File: config.mk
export PLATFORM = sky130hd
export DESIGN_NAME = serv_mem_responder_flat
export DESIGN_NICKNAME = d
export VERILOG_FILES = /design/src/rtl/serv_mem_responder_if.sv /design/src/rtl/serv_mem_responder.sv /design/src/flat_wrapper.sv
export SDC_FILE = /design/constraint.sdc
export NUM_CORES = 1
export LEC_CHECK = 0
export CAP_MARGIN = 10
export CORE_MARGIN = 5
export CORE_UTILIZATION = 29
export CTS_CLUSTER_DIAMETER = 120
export CTS_CLUSTER_SIZE = 28
export DETAILED_ROUTE_END_ITERATION = 16
export GPL_TIMING_DRIVEN = 0
export PLACE_DENSITY = 0.89
export SLEW_MARGIN = 20
export SYNTH_ARGS = -nofsm -noshare
export SYNTH_HDL_FRONTEND = slang
export SYNTH_SLANG_ARGS = --single-unit
File: constraint.sdc
create_clock -name clk -period 1.6 [get_ports clk]
set_input_delay 0.32 -clock clk [delete_from_list [all_inputs] [get_ports clk]]
set_output_delay 0.32 -clock clk [all_outputs]
set_load 0.005 [all_outputs]
File: src/rtl/serv_mem_responder_if.sv
// Instruction and data bus bundle between a SERV-style core and the memory responder.
// Signal names follow the core-side convention: i_/o_ are as seen by the responder.
interface serv_mem_responder_if;
  logic        i_ibus_cyc;
  logic [31:0] i_ibus_adr;
  logic [31:0] o_ibus_rdt;
  logic        o_ibus_ack;
  logic        i_dbus_cyc;
  logic [31:0] i_dbus_adr;
  logic        i_dbus_we;
  logic [31:0] i_dbus_dat;
  logic [3:0]  i_dbus_sel;
  logic [31:0] o_dbus_rdt;
  logic        o_dbus_ack;

  modport master (
    output i_ibus_cyc, i_ibus_adr, i_dbus_cyc, i_dbus_adr, i_dbus_we, i_dbus_dat, i_dbus_sel,
    input  o_ibus_rdt, o_ibus_ack, o_dbus_rdt, o_dbus_ack
  );

  modport slave (
    input  i_ibus_cyc, i_ibus_adr, i_dbus_cyc, i_dbus_adr, i_dbus_we, i_dbus_dat, i_dbus_sel,
    output o_ibus_rdt, o_ibus_ack, o_dbus_rdt, o_dbus_ack
  );
endinterface

File: src/rtl/serv_mem_responder.sv
// Arbitrates the ibus and dbus of a SERV-style core onto one synchronous single-port RAM.
// dbus has priority; out-of-range accesses complete normally but read zero and set a sticky error.
module serv_mem_responder #(
  parameter int unsigned AW = 5
) (
  input  logic          clk,
  input  logic          rst_n,
  serv_mem_responder_if.slave bus,
  output logic          o_ram_en,
  output logic [AW-1:0] o_ram_a,
  output logic [3:0]    o_ram_we,
  output logic [31:0]   o_ram_di,
  input  logic [31:0]   i_ram_do,
  output logic          o_err
);

  typedef enum logic [1:0] {StIdle, StRdWait, StRdCap, StWrAck} state_e;

  state_e      state_q;
  logic        gnt_dbus_q;
  logic        oor_q;
  logic [31:0] rdata_q;
  logic        ibus_ack_q;
  logic        dbus_ack_q;
  logic        err_q;

  logic        sel_dbus;
  logic        req;
  logic [31:0] adr;
  logic        oor;
  logic        wr;
  logic        grant;
  logic        unused_adr;

  always_comb begin
    sel_dbus = bus.i_dbus_cyc;
    req      = bus.i_dbus_cyc | bus.i_ibus_cyc;
    adr      = sel_dbus ? bus.i_dbus_adr : bus.i_ibus_adr;
    oor      = |adr[31:AW+2];
    wr       = sel_dbus & bus.i_dbus_we;
    // Grants are decided combinationally so the RAM sees the address in the request cycle.
    grant    = rst_n && (state_q == StIdle) && req;
    o_ram_en = grant & ~oor;
    o_ram_a  = adr[AW+1:2];
    o_ram_we = (grant && !oor && wr) ? bus.i_dbus_sel : 4'b0000;
    o_ram_di = bus.i_dbus_dat;
  end

  assign unused_adr = ^adr[1:0];

  always_ff @(posedge clk) begin
    if (!rst_n) begin
      state_q    <= StIdle;
      gnt_dbus_q <= 1'b0;
      oor_q      <= 1'b0;
      rdata_q    <= 32'h0;
      ibus_ack_q <= 1'b0;
      dbus_ack_q <= 1'b0;
      err_q      <= 1'b0;
    end else begin
      ibus_ack_q <= 1'b0;
      dbus_ack_q <= 1'b0;
      unique case (state_q)
        StIdle: begin
          if (req) begin
            gnt_dbus_q <= sel_dbus;
            oor_q      <= oor;
            if (oor) err_q <= 1'b1;
            if (wr) begin
              dbus_ack_q <= 1'b1;
              state_q    <= StWrAck;
            end else begin
              state_q    <= StRdWait;
            end
          end
        end
        StRdWait: begin
          rdata_q    <= oor_q ? 32'h0 : i_ram_do;
          ibus_ack_q <= ~gnt_dbus_q;
          dbus_ack_q <= gnt_dbus_q;
          state_q    <= StRdCap;
        end
        StRdCap: state_q <= StIdle;
        StWrAck: state_q <= StIdle;
        default: state_q <= StIdle;
      endcase
    end
  end

  assign bus.o_ibus_rdt = rdata_q;
  assign bus.o_dbus_rdt = rdata_q;
  assign bus.o_ibus_ack = ibus_ack_q;
  assign bus.o_dbus_ack = dbus_ack_q;
  assign o_err          = err_q;

endmodule

File: src/flat_wrapper.sv
// flat-port wrapper written by rule: the top's interface ports become plain ports
module serv_mem_responder_flat 
#(
  parameter int unsigned AW = 5
)
  (clk, rst_n, o_ram_en, o_ram_a, o_ram_we, o_ram_di, i_ram_do, o_err, bus_i_ibus_cyc, bus_i_ibus_adr, bus_i_dbus_cyc, bus_i_dbus_adr, bus_i_dbus_we, bus_i_dbus_dat, bus_i_dbus_sel, bus_o_ibus_rdt, bus_o_ibus_ack, bus_o_dbus_rdt, bus_o_dbus_ack);
  serv_mem_responder_if bus_i ();
  input  logic clk;
  input  logic rst_n;
  output logic o_ram_en;
  output logic [AW-1:0] o_ram_a;
  output logic [3:0] o_ram_we;
  output logic [31:0] o_ram_di;
  input  logic [31:0] i_ram_do;
  output logic o_err;
  input wire logic [$bits(bus_i.i_ibus_cyc)-1:0] bus_i_ibus_cyc;
  input wire logic [$bits(bus_i.i_ibus_adr)-1:0] bus_i_ibus_adr;
  input wire logic [$bits(bus_i.i_dbus_cyc)-1:0] bus_i_dbus_cyc;
  input wire logic [$bits(bus_i.i_dbus_adr)-1:0] bus_i_dbus_adr;
  input wire logic [$bits(bus_i.i_dbus_we)-1:0] bus_i_dbus_we;
  input wire logic [$bits(bus_i.i_dbus_dat)-1:0] bus_i_dbus_dat;
  input wire logic [$bits(bus_i.i_dbus_sel)-1:0] bus_i_dbus_sel;
  output wire logic [$bits(bus_i.o_ibus_rdt)-1:0] bus_o_ibus_rdt;
  output wire logic [$bits(bus_i.o_ibus_ack)-1:0] bus_o_ibus_ack;
  output wire logic [$bits(bus_i.o_dbus_rdt)-1:0] bus_o_dbus_rdt;
  output wire logic [$bits(bus_i.o_dbus_ack)-1:0] bus_o_dbus_ack;
  assign bus_i.i_ibus_cyc = bus_i_ibus_cyc;
  assign bus_i.i_ibus_adr = bus_i_ibus_adr;
  assign bus_i.i_dbus_cyc = bus_i_dbus_cyc;
  assign bus_i.i_dbus_adr = bus_i_dbus_adr;
  assign bus_i.i_dbus_we = bus_i_dbus_we;
  assign bus_i.i_dbus_dat = bus_i_dbus_dat;
  assign bus_i.i_dbus_sel = bus_i_dbus_sel;
  assign bus_o_ibus_rdt = bus_i.o_ibus_rdt;
  assign bus_o_ibus_ack = bus_i.o_ibus_ack;
  assign bus_o_dbus_rdt = bus_i.o_dbus_rdt;
  assign bus_o_dbus_ack = bus_i.o_dbus_ack;
  serv_mem_responder #(.AW(AW)) u_core (.clk(clk), .rst_n(rst_n), .bus(bus_i), .o_ram_en(o_ram_en), .o_ram_a(o_ram_a), .o_ram_we(o_ram_we), .o_ram_di(o_ram_di), .i_ram_do(i_ram_do), .o_err(o_err));
endmodule
==> Word level (Yosys, flattened, before mapping) <==
Cells that the tools add are included.
{ "word_totals": {"register_bits": 39, "output_inout_bits": 109} }
{ "classes": {"n_eq_ne": 4, "muxes": 9, "n_bitwise": 5, "n_reduce_logical": 11} }
{ "ops": {"columns": ["operator", "count"], "rows": [
  ["32-bit two-way mux", 2],
  ["25-bit OR reduction", 1],
  ["2-bit case mux with 3 select lines", 1],
  ["2-bit equality test, second input constant", 2],
  ["1-bit logical AND", 4],
  ["2-bit two-way mux", 2],
  ["4-bit two-way mux", 1],
  ["2-bit AND reduction", 2],
  ["3-bit AND reduction", 1],
  ["1-bit bitwise AND", 2],
  ["2-bit by 1-bit equality test with 1-bit output, second input constant", 1],
  ["2-bit zero test", 1],
  ["1-bit two-way mux", 2],
  ["2-bit by 1-bit inequality test with 1-bit output, second input constant", 1],
  ["1-bit inverter", 2],
  ["1-bit case mux with 2 select lines", 1],
  ["2-bit OR reduction", 1],
  ["1-bit zero test", 1],
  ["1-bit OR", 1]
]} }

==> Longest topological paths before layout <==
Gate-level depths: netlist (run 1).
{ "logic_depth": {"word_depth": 6, "ltp_mapped": 6} }

==> Worst setup path before layout (run 1) <==
Ideal clock, no wire load.
{ "synth_path": {"path_kind": "input to output", "from": "input bus_i_dbus_cyc", "to": "output o_ram_we[0]", "arrival_ns": 1.324, "required_ns": 1.280, "setup_slack_ns": -0.044, "cell_stages": 5, "path_cell_list": "buf_6 > nor4_2 > nand4_1 > o22a_2 > nor4_1"} }
{ "synth_between": {"elab_chain_cells": 6, "word_cells_on_any_way": 9, "classes_between": "2 x mux; 2 x bitwise; 5 x reduce/logical"} }
{ "synth_lines": {"columns": ["item", "line", "source"], "rows": [
  ["start: declaration", "flat_wrapper.sv:18", "input wire logic [$bits(bus_i.i_dbus_cyc)-1:0] bus_i_dbus_cyc;"],
  ["32-bit two-way mux", "serv_mem_responder.sv:38", "adr = sel_dbus ? bus.i_dbus_adr : bus.i_ibus_adr;"],
  ["25-bit OR reduction", "serv_mem_responder.sv:39", "oor = |adr[31:AW+2];"],
  ["1-bit zero test", "serv_mem_responder.sv:45", "o_ram_we = (grant && !oor && wr) ? bus.i_dbus_sel : 4'b0000;"],
  ["1-bit logical AND", "serv_mem_responder.sv:45", null],
  ["1-bit logical AND *", "serv_mem_responder.sv:45", null],
  ["4-bit two-way mux *", "serv_mem_responder.sv:45", null],
  ["end: declaration", "flat_wrapper.sv:12", "output logic [3:0] o_ram_we;"]
]} }
Every way passes the cells marked *; elsewhere a longest branch is shown, timed or not.

==> Final worst setup path (run 1) <==
{ "layout_path": {"from": "input bus_i_dbus_cyc", "to": "output o_ram_we[3]"} }
The elaborated chain is that of the path after synthesis.

==> results_dict.tcl, run 1 <==
set metrics [dict create \
    cp_slowest_cell "nor4_4" \
    setup_violations 5 \
    netlist_area_sq_mm 0.00228 \
    rsz0062_at_grt "true" \
    drv_cap 0 \
    drt_first_pass_iters 4 \
    async_flop_share_pct 0 \
    synth.most_common_cell "buf_4" \
    rows 32 \
    ys_seq_elements 39 \
    syn-mean-instance-area_sq_um 8.62 \
    synth_common_cells "buf_4 (64), dfxtp_1 (39), a21oi_1 (33), nor2b_1 (33), nor3b_1 (33)" \
    reg2reg_setup_slack_ps 150 \
    start_kind "input port" \
    clk_latency_ps 280 \
    grt_pass1_wl_microns 13300 \
    core_sq_mm 0.00769 \
    ir_drop_uv 340 \
    path_clk_slew_ps 70 \
    critical_path.max_fanout 4 \
    status "complete, but fails checks" \
    syn_nets 402 \
    worstPathRequired_ps 1280 \
    final_cells 588 \
    ff_latch_area_sq_um 818 \
    timing.fmax_mhz 508 \
    place_congestion 0.768 \
    ys.flop_type "dfxtp_1" \
    synthCells 265 \
    worstSetupPathType "input port to output port" \
    finalClockSkew_ps 4.34 \
    cts_root_buffer "clkbuf_8" \
    routed_wl_microns 9120 \
    io_buffer_count 209 \
    htreeDepth 2 \
    worstPathCellList "buf_8 > buf_6 > nor4_4 > nand4_1 > o22a_2 > buf_6 > nor4_4 > buf_2" \
    ys_seq_area_share_pct 34.2 \
    initial_utilization_pct 29.7 \
    drt_iter0_markers 25 \
    io_pins 246 \
    grt_max_degree 12 \
    worst_pin_slew_ps 492 \
    multi_input_area_sq_mm 0.00105 \
    dpl_worst_slack_ps -1160 \
    end_kind "output port" \
    vias 2651 \
    globalRouteOverflowTotal 0 \
    power.density_mw_per_mm2 586 \
    area_growth_pct 107 \
    timing.final.ws_setup_ps -367 \
    n_antenna_cell 0 \
    hp-class "flop to flop" \
    slew_headroom_pct 67.2 \
    final_antenna_net_count 0 \
    leakagePower_nw 1.97 \
    drt-wirelength-per-cell_microns 15.5 \
    violations "negative setup slack" \
    period_minus_slack_ps 1970 \
    numClockSinks 39 \
    fp.dieH_microns 98.7 \
    die_w_microns 98.7 \
    synth_area_leaders "dfxtp_1 (34%), buf_4 (21%), nor3b_1 (11%)" \
    grtUsageTotal_pct 17.0 \
    finalHoldViolCount 0 \
    clock_path_buffers 2 \
    worstPathArrival_ps 1650 \
    drive_above_1_share_pct 32.5 \
    synth_top_area_share_pct 34.2 \
    fillers 685 \
    cts_made_buffers 5 \
    yosys_warnings 0 \
    yosysTopAreaCell "dfxtp_1" \
    fin_nets 622 \
    hpwl_microns 7530 \
    antenna_found_initial 0 \
    grt_pass1_vias 2742 \
    synth.distinct_cells 27 \
    design.die.area_sq_mm 0.00975 \
    finalCritPeriodShare_pct 123 \
    maxSlewViolCount 0 \
    viasPerCell 4.51 \
    p_total_mw 2.77 \
    max_stage_delay_ps 250 \
    cts_tree "done" \
    drc 0 \
    synth_edf_count 0 \
    placed_cells 576 \
]
## worst paths after layout
kind | startpoint | to | cells past startpoint
max | bus_i_dbus_cyc | o_ram_we[3] | 8
min | u_core.gnt_dbus_q$_SDFFE_PN0P_ | u_core.bus.o_ibus_ack$_SDFF_PN0_ | 1
max reg2reg | u_core.state_q[1]$_SDFFE_PN0P_ | u_core.bus.o_dbus_rdt[24]$_SDFFE_PN0P_ | 5
min reg2reg | u_core.gnt_dbus_q$_SDFFE_PN0P_ | u_core.bus.o_ibus_ack$_SDFF_PN0_ | 1
## stage by stage
step	cell area (sq um)	util [%]	hold slack [ps]	setup TNS, ps
CTS	4640	60.3	475	-2700
finish	4720	61.4	475	-1750
global placement	4530	58.9	456	-12390
floorplan	2310	-	422	0
detailed placement	4530	58.9	459	-13330
global route	4720	61.4	488	-2070
## cell usage in the layout (no fill, tap or decap), types with 2 or more instances in the layout
cell / netlist / layout
nor4_4: 1 / 6
dfxtp_2: 0 / 30
nand2_1: 4 / 3
dlygate4sd2_1: 0 / 13
a21oi_1: 33 / 33
dfxtp_1: 39 / 9
buf_6: 1 / 5
clkbuf_2: 0 / 7
clkdlybuf4s15_1: 0 / 17
dlymetal6s2s_1: 0 / 10
clkbuf_1: 9 / 9
inv_1: 6 / 6
buf_1: 5 / 2
nor3b_1: 33 / 33
buf_4: 64 / 66
nor2b_1: 33 / 33
nand3_1: 2 / 2
clkdlybuf4s50_1: 0 / 144
nor4_2: 2 / 8
nor2_1: 4 / 4
buf_2: 1 / 18
nand4_1: 2 / 2
clkbuf_8: 0 / 7
mux2_2: 5 / 5
## flip-flops by register name, indices dropped and copies added, names as in the netlist
name                   cells
u_core.state_q             2
u_core.bus.o_dbus_ack      1
u_core.bus.o_dbus_rdt     32
u_core.oor_q               1
u_core.bus.o_ibus_ack      1
u_core.o_err               1
u_core.gnt_dbus_q          1
## worst max-delay path: cells and delay by family
family,cells,cell delay [ps]
AND/OR/NAND/NOR,3,570
AO/OA/AOI/OAI,1,240
buffers and inverters,4,520
## metal layers
| layer | track usage, % | vias up | wire length (microns) |
|---|---|---|---|
| met3 | 4.67 | 17 | 777 |
| li1 | - | 1274 | - |
| met1 | 16.5 | 1218 | 3040 |
| met4 | 6.72 | 0 | 252 |
| met2 | 33.5 | 142 | 5050 |
| met5 | 0 | - | 0 |
## kinds of logic after synthesis
family	after synthesis	share of synthesized area, %
AO/OA/AOI/OAI	39	9.43
buffers and inverters	86	25.0
flip-flops	39	34.2
multiplexers	5	2.47
AND/OR/NAND/NOR	96	28.9
## area by class of cell
cell class / count / share of cell area, %
tap: 102 / 2.70
clock buffer: 8 / 2.12
buffer: 80 / 11.8
timing repair buffer: 213 / 43.2
multi-input combinational: 140 / 22.3
inverter: 6 / 0.477
sequential: 39 / 17.3
## where the power goes
part           internal (mW)  switching, mW  leakage, nW
sequential              1.04         0.0446        0.332
combinational          0.624          0.330         1.59
clock                  0.394          0.333       0.0515
total                   2.06          0.707         1.97
## repair_timing
item                                    CTS  global route
setup buffers                             4             0
pin swaps                                21            10
hold buffers                              0             0
gates resized for setup                 149            52
endpoints found under the setup margin   18            51
Note: power is estimated with default switching activity, not from simulation.
==> run 2: changes to the inputs <==
- CORE_UTILIZATION: 29 -> 31
- GPL_TIMING_DRIVEN: 0 -> 1
- PLACE_DENSITY: 0.89 -> 0.94
- clock period: 1.6 -> 2.53 ns (I/O delays scaled with it)
==> results_dict.tcl, run 2 (synthesized netlist as in run 1, its figures left out) <==
set metrics [dict create \
    drive_above_1_share_pct 10.9 \
    maxSlewViolCount 0 \
    hp-class "flop to flop" \
    die_w_microns 95.8 \
    area_growth_pct 73.9 \
    placed_cell_area_sq_mm 0.00370 \
    drt_first_pass_iters 4 \
    finalCritPeriodShare_pct 99.6 \
    finalHoldViolCount 0 \
    routed_wl_microns 7860 \
    clock_path_buffers 2 \
    post-cts-setup-buffers 0 \
    final_antenna_net_count 0 \
    critical_path.max_fanout 5 \
    end_kind "output port" \
    slew_headroom_pct 55.5 \
    drv_cap 0 \
    fin_hold_ws_ps 470 \
    drt_iter0_markers 31 \
    setup_violations 0 \
    design.die.area_sq_mm 0.00918 \
    drt-wirelength-per-cell_microns 16.5 \
    timing.final.ws_setup_ps 10.1 \
    grt_pass1_wl_microns 10700 \
    start_kind "input port" \
    rows 31 \
    htreeDepth 2 \
    finalClockSkew_ps 2.13 \
    ir_drop_uv 211 \
    path_clk_slew_ps 80 \
    worstPathRequired_ps 2020 \
    hpwl_microns 5910 \
    vias 2233 \
    period_minus_slack_ps 2520 \
    dpl_worst_slack_ps -455 \
    place_congestion 0.766 \
    core_sq_mm 0.00721 \
    globalRouteOverflowTotal 0 \
    io_pins 246 \
    fin_nets 513 \
    grtUsageTotal_pct 15.0 \
    status "complete, no violations" \
    worst_pin_slew_ps 666 \
    fin_util_pct 55.0 \
    cts_root_buffer "clkbuf_8" \
    final_cells 476 \
    drc 0 \
    io_buffer_count 177 \
    worstSetupPathType "input port to output port" \
    placed_cells 468 \
    design_area_sq_mm 0.00397 \
    leakagePower_nw 1.69 \
    cts_tree "done" \
    clk_latency_ps 280 \
    fp.dieH_microns 95.8 \
    grt_max_degree 38 \
    antenna_found_initial 0 \
    worstPathArrival_ps 2010 \
    cts_made_buffers 5 \
    layout_commonest_cell "clkdlybuf4s50_1" \
    postCtsHoldBufs 0 \
    mostFrequentLayoutCells "clkdlybuf4s50_1 (131), dlymetal6s2s_1 (40), dfxtp_1 (39)" \
    largest_reg_flops 32 \
    numClockSinks 39 \
    grt_pass1_vias 2281 \
    viasPerCell 4.69 \
    n_antenna_cell 0 \
    power.density_mw_per_mm2 422 \
    initial_utilization_pct 31.7 \
    timing.fmax_mhz 397 \
]
[run 2: cell types whose count changed in the layout (fill, tap and decap cells not counted), moves of 12 or more]
cell,before,now
dlymetal6s2s_1,10,40
dfxtp_2,30,0
buf_4,66,6
clkdlybuf4s15_1,17,0
clkdlybuf4s50_1,144,131
dfxtp_1,9,39
buf_2,18,5
dlygate4sd2_1,13,1
[run 2: report_power, final]
group          internal [mW]  total, mW  switching (mW)
sequential             0.653      0.692          0.0391
clock                  0.294      0.515           0.222
combinational          0.308      0.469           0.161
total                   1.25       1.68           0.422
[run 2: critical path: stages]
cell and delay, ps:
clkdlybuf4s50_1 450, nor4_4 160, nand4_1 150, o22a_4 280
nor4_4 300, buf_2 160
[run 2: what timing repair did]
item	CTS	global route
pin swaps	3	17
setup endpoints to repair	10	5
resized for setup	26	48
[run 2: cell type report]
cell class,instances,area [sq um]
Clock inverter,3,43.8
Fill cell,640,3240
Tap cell,99,124
Multi-Input combinational cell,140,1020
Clock buffer,5,68.8
Inverter,6,22.5
Timing Repair Buffer,184,1910
Sequential cell,39,781
[run 2: metrics by stage]
step	setup TNS, ps	power, mW
detailed placement	-2240	1.17
CTS	-24.8	1.70
global route	-90.0	1.78
finish	0	1.68
floorplan	0	0.920
global placement	-2140	1.16
[run 2: routing by layer]
metal  global-route usage [%]  part of all wire [%]  up-vias
met5                        0                     0        -
li1                         -                     -     1052
met1                     14.4                    32     1026
met4                     3.91                   1.9        0
met2                     29.1                    55      137
met3                     6.10                    11       18
[run 2: final timing paths]
path / start / to / slack, ps / depth (start not counted)
max: bus_i_ibus_adr[15] / o_ram_we[2] / 10 / 6
min reg2reg: u_core.gnt_dbus_q$_SDFFE_PN0P_ / u_core.bus.o_ibus_ack$_SDFF_PN0_ / 470 / 1
min: u_core.gnt_dbus_q$_SDFFE_PN0P_ / u_core.bus.o_ibus_ack$_SDFF_PN0_ / 470 / 1
max reg2reg: u_core.state_q[1]$_SDFFE_PN0P_ / u_core.bus.o_dbus_rdt[14]$_SDFFE_PN0P_ / 940 / 5
